<file path="src/rtl/instruction_fetch_unit.sv">
// ---------------------------------------------------------------------------
// instruction_fetch_unit
//
// Fetch stage of the 20-bit pipelined processor. Drives the PC, issues reads
// to a synchronous instruction memory (data returns one cycle after the
// strobe) and presents instruction/opcode/pc_out/valid to the IF/ID register.
// A one-entry skid buffer holds a word that arrives while downstream stalls,
// branch_taken redirects the PC and drops wrong-path data, and a HALT opcode
// stops fetching until reset.
//
// Handshake: an instruction is transferred to IF/ID in a cycle where
// valid = 1 and stall = 0. While stall = 1, the presented word is held
// (from the skid register once captured) and no new read is issued.
//
// Ports:
//   clock, reset          : clock, synchronous active-high reset
//   stall                 : downstream cannot accept this cycle
//   branch_taken          : one-cycle redirect request (ignored in HALT)
//   branch_target         : new PC when branch_taken is high
//   imem_data             : memory read data, valid the cycle after imem_rd_en
//   imem_addr, imem_rd_en : read address (PC register) and read strobe
//   instruction, opcode   : presented word and its [19:16] field
//   pc_out                : address of the presented word
//   valid                 : presented word is real (not a bubble)
//   halted                : registered HALT state indicator
// ---------------------------------------------------------------------------
module instruction_fetch_unit #(
    parameter int                    ADDR_WIDTH  = 8,
    parameter logic [ADDR_WIDTH-1:0] RESET_PC    = '0,
    parameter logic [3:0]            HALT_OPCODE = 4'b1111
) (
    input  logic                  clock,
    input  logic                  reset,
    input  logic                  stall,
    input  logic                  branch_taken,
    input  logic [ADDR_WIDTH-1:0] branch_target,
    input  logic [19:0]           imem_data,
    output logic [ADDR_WIDTH-1:0] imem_addr,
    output logic                  imem_rd_en,
    output logic [19:0]           instruction,
    output logic [3:0]            opcode,
    output logic [ADDR_WIDTH-1:0] pc_out,
    output logic                  valid,
    output logic                  halted
);

    typedef enum logic {
        ST_RUN  = 1'b0,
        ST_HALT = 1'b1
    } state_t;

    state_t                state_q, state_d;
    logic [ADDR_WIDTH-1:0] pc_q, pc_d;
    logic                  pending_q, pending_d;
    logic [ADDR_WIDTH-1:0] pending_pc_q, pending_pc_d;
    logic                  skid_valid_q, skid_valid_d;
    logic [19:0]           skid_data_q, skid_data_d;
    logic [ADDR_WIDTH-1:0] skid_pc_q, skid_pc_d;
    logic                  squash_q, squash_d;

    logic                  running;
    logic                  present;
    logic                  consume;
    logic                  arrival;

    // Datapath / outputs
    always_comb begin
        running     = (state_q == ST_RUN);
        imem_addr   = pc_q;
        imem_rd_en  = running && !stall && !branch_taken && !reset;
        instruction = '0;
        pc_out      = '0;
        present     = 1'b0;
        arrival     = pending_q && !squash_q;

        if (skid_valid_q) begin
            instruction = skid_data_q;
            pc_out      = skid_pc_q;
            present     = 1'b1;
        end else if (arrival) begin
            instruction = imem_data;
            pc_out      = pending_pc_q;
            present     = 1'b1;
        end

        opcode  = instruction[19:16];
        // A read completing in a branch cycle is wrong-path, so the branch
        // cycle is always a bubble.
        valid   = present && running && !branch_taken && !reset;
        consume = valid && !stall;
        halted  = (state_q == ST_HALT);
    end

    // Next-state logic
    always_comb begin
        state_d      = state_q;
        pc_d         = pc_q;
        pending_d    = imem_rd_en;
        pending_pc_d = imem_rd_en ? pc_q : pending_pc_q;
        skid_valid_d = skid_valid_q;
        skid_data_d  = skid_data_q;
        skid_pc_d    = skid_pc_q;
        squash_d     = squash_q;

        case (state_q)
            ST_RUN: begin
                if (consume && opcode == HALT_OPCODE) begin
                    state_d = ST_HALT;
                end
            end
            ST_HALT: begin
                state_d = ST_HALT;
            end
            default: begin
                state_d = ST_RUN;
            end
        endcase

        if (running && branch_taken) begin
            // Redirect wins over stall; anything buffered is wrong-path.
            pc_d         = branch_target;
            skid_valid_d = 1'b0;
            squash_d     = 1'b0;
        end else begin
            if (imem_rd_en) begin
                pc_d = pc_q + ADDR_WIDTH'(1);
            end
            if (consume) begin
                skid_valid_d = 1'b0;
            end else if (running && stall && arrival && !skid_valid_q) begin
                // Only one read is ever in flight, so one entry is enough.
                skid_valid_d = 1'b1;
                skid_data_d  = imem_data;
                skid_pc_d    = pending_pc_q;
            end
            // The read issued alongside the consumed HALT is past the end
            // of the program; mark it so it can never be presented.
            if (consume && opcode == HALT_OPCODE && imem_rd_en) begin
                squash_d = 1'b1;
            end
        end
    end

    always_ff @(posedge clock) begin
        if (reset) begin
            state_q      <= ST_RUN;
            pc_q         <= RESET_PC;
            pending_q    <= 1'b0;
            pending_pc_q <= '0;
            skid_valid_q <= 1'b0;
            skid_data_q  <= '0;
            skid_pc_q    <= '0;
            squash_q     <= 1'b0;
        end else begin
            state_q      <= state_d;
            pc_q         <= pc_d;
            pending_q    <= pending_d;
            pending_pc_q <= pending_pc_d;
            skid_valid_q <= skid_valid_d;
            skid_data_q  <= skid_data_d;
            skid_pc_q    <= skid_pc_d;
            squash_q     <= squash_d;
        end
    end

endmodule
</file>
<file path="config.mk">
export PLATFORM = sky130hd
export DESIGN_NAME = instruction_fetch_unit
export DESIGN_NICKNAME = d
export VERILOG_FILES = /design/src/rtl/instruction_fetch_unit.sv
export SDC_FILE = /design/constraint.sdc
export NUM_CORES = 1
export LEC_CHECK = 0
export BUFFER_PORTS_ARGS = -buffer_cell sky130_fd_sc_hd__buf_4
export CORE_MARGIN = 3
export CORE_UTILIZATION = 35
export CTS_CLUSTER_DIAMETER = 100
export CTS_CLUSTER_SIZE = 40
export DETAILED_ROUTE_END_ITERATION = 16
export SKIP_LAST_GASP = 1
export SYNTH_ARGS = -nofsm -noshare
export SYNTH_HDL_FRONTEND = slang
export SYNTH_SLANG_ARGS = --single-unit
export TNS_END_PERCENT = 30
</file>
<file path="constraint.sdc">
create_clock -name clock -period 5.3 [get_ports clock]
set_input_delay 1.325 -clock clock [delete_from_list [all_inputs] [get_ports clock]]
set_output_delay 1.325 -clock clock [all_outputs]
set_load 0.02 [all_outputs]
</file>
==> flow_summary.ini <==
[logic_synthesis]
synth-xor-area-share_pct = 1.17
yosys.area_share.simple_pct = 29.1
muxShareOfSynthArea_pct = 0.943
yosysUniqueCellTypes = 33
yosys_warnings = 0
ys_seq_area_share_pct = 42.6
ys_async_sr_fraction_pct = 0
synth_compound_area_share_pct = 19.0
syn_area_per_cell_um2 = 7.02
syn_nets = 354
yosys.area_share.adder_pct = 0.555
synth-seq-cells = 48
synth-main-ff-cell = dfxtp_1
synthCells = 321
synth_top_family_by_area = simple AND/OR/NAND/NOR gates
synth_area_um2 = 2250
synth_edf_count = 0

[critical_path]
slowest_delay_ns = 0.52
crit_type = in2out
r2r_slack_ns = 3.16
critPathArrivalTime_ns = 2.76
path_cells = buf_4 -> or4_1 -> buf_4 -> inv_2 -> buf_4
cp_slowest_cell = or4_1
critPathCaptureType = output pin
critical_path_required_ns = 3.97
critPathMostFrequentCell = buf_4
worstSetupStartpointType = primary input
regToRegStartpoint = halted
worstRegToRegCells = 6
rr_endpoint = imem_addr[4]
path_max_fanout = 49

[routing]
wl_met3_um = 298
drt_wl_total_um = 5760
wl_per_cell_um = 12.7
drt_first_pass_iters = 4
viasPerCell = 4.89
drc = 0
wl_met2_um = 2770
drt-met1-wl_um = 2640
highest_layer = met4
detail-route-antenna-nets = 0
num_vias = 2216
drt_iter0_markers = 103

[power_and_ir_drop]
p_per_area_nw_per_um2 = 230
vdd_drop_max_mv = 0.105
p_leak_uw = 0.00111

[clock_network]
cts_hold_buf = 0
cts_htree_levels = 2
cts_resized = 0
clock_latency_ns = 0.29
clk_path_buf_depth = 2
clkSinkCount = 48
root_buffer = clkbuf_8
post_cts_buffers = 0
cts_tree = built
clkTransAtPathRegs_ns = 0.08
cts_made_buffers = 5

[worst_hold_path]
whs_endpoint = skid_pc_q[4]
min-delay-start = skid_pc_q[4]
holdPathStages = 2
worst_hold_path_type = reg2reg

[layout]
seq_area_um2 = 962
layout.nets = 411
nFillCells = 662
drive_gt1_share_pct = 23.5
multi_input_area_um2 = 1150
stdcell_count = 453
antenna_cells = 0
syn_to_final_growth_pct = 27.8

[grt]
grt_usage_pct = 15.3
antenna_found_initial = 0
overflow = 0
grt_pass1_vias = 2006
grt_pass1_wl_um = 9230
grt_max_degree = 60

[timing]
rsz0062_at_grt = false
period_needed_ns = 4.08
relSlewSlack_pct = 29.7
fin_setup_tns_ns = 0
setup-violations-final = 0
finClkSkew_ns = 0.00729
min_period_over_period_pct = 77.1
holdWs_ns = 0.457
clock.fmax_ghz = 0.245
tightestPinTransition_ns = 1.05
maxSlewViolCount = 0
final-hold-violation-count = 0

[floorplan]
fp.dieH_um = 86.3
dieWidth_um = 86.3
io_pins = 75
rows = 28
initial_core_util_pct = 37.0
coreArea_um2 = 6100
die_area_um2 = 7440

[status]
status = complete, no violations

[place]
io_buffers = 74
gp_congestion = 0.858
dp_hpwl_um = 3820
dp.cells = 446

[flow_run]
cap_violations = 0
per-layer routing:
metal  vias up  track usage, %
met4         0            3.40
met1       993            19.1
met2        45            26.5
li1       1172               -
met3         6            3.80
met5         -               0
placed cells by master, fill, tap and decap left out, drive strengths merged, types with 3 or more instances in the layout:
| cell type | instances |
|---|---|
| nand4 | 3 |
| nand3 | 3 |
| nor4 | 3 |
| nor2 | 13 |
| inv | 6 |
| a21oi | 42 |
| a22o | 3 |
| buf | 77 |
| a211oi | 5 |
| xnor2 | 3 |
| dfxtp | 48 |
| nand2 | 121 |
| clkbuf | 6 |
| nor2b | 4 |
| o21ai | 24 |
| nor3 | 4 |
power breakdown:
part / switching, uW / total (uW) / internal [uW] / leakage, uW
sequential: 10.2 / 378 / 368 / 0.000390
combinational: 46.7 / 85.3 / 38.6 / 0.000675
clock: 111 / 200 / 89.8 / 0.0000410
worst max path at each step:
| stage | start | to | slack, ns |
|---|---|---|---|
| after CTS | reset | imem_rd_en | 1.22 |
| after detailed placement | reset | imem_rd_en | 1.22 |
| final | reset | imem_rd_en | 1.22 |
| after floorplan | branch_taken | imem_rd_en | 1.65 |
| after global placement | reset | imem_rd_en | 1.25 |
| after global routing | reset | imem_rd_en | 1.13 |
worst max-delay path: cells and delay by family:
| kind | cells | cell delay, ns |
|---|---|---|
| simple gates | 1 | 0.52 |
| buf+inv | 4 | 0.90 |
per-stage QoR:
step                utilization [%]  total power [uW]  area [um2]  worst slack [ns]
floorplan                         -               429        2250              1.65
global placement               46.0               472        2800              1.25
detailed placement             46.0               472        2800              1.22
CTS                            47.3               675        2880              1.22
global route                   47.3               695        2880              1.13
finish                         47.3               664        2880              1.22
cells by family after synthesis:
group / count (synthesis)
simple gates: 156
buf+inv: 33
flops: 48
mux: 2
xor+xnor: 3
fa+ha+maj: 1
compound gates: 78
cells in the mapped netlist, drive strengths merged, types with 3 or more instances:
cell type,n,share of area (%)
nand2,121,20
dfxtp,48,43
a21oi,42,9.3
o21ai,24,5.3
clkbuf,20,3.3
nor2,13,2.2
buf,7,2.3
inv,6,1.0
a211oi,5,1.7
nor2b,4,1.1
nor3,4,1.6
a22o,3,1.2
nand3,3,0.67
nand4,3,0.83
nor4,3,0.83
xnor2,3,1.2
flip-flops by register name, indices dropped and copies added, names as in the netlist:
name          cells
skid_pc_q         8
skid_valid_q      1
pending_q         1
imem_addr         8
skid_data_q      20
pending_pc_q      8
halted            1
squash_q          1
layout make-up:
type                            count  area share (%)
Clock buffer                        6            2.52
Sequential cell                    48            33.4
Multi-Input combinational cell    240            39.8
Timing Repair Buffer               77            20.1
Tap cell                           75            3.26
Inverter                            6           0.782
Clock inverter                      1           0.174
No activity file was read; power rests on OpenSTA's default activity.
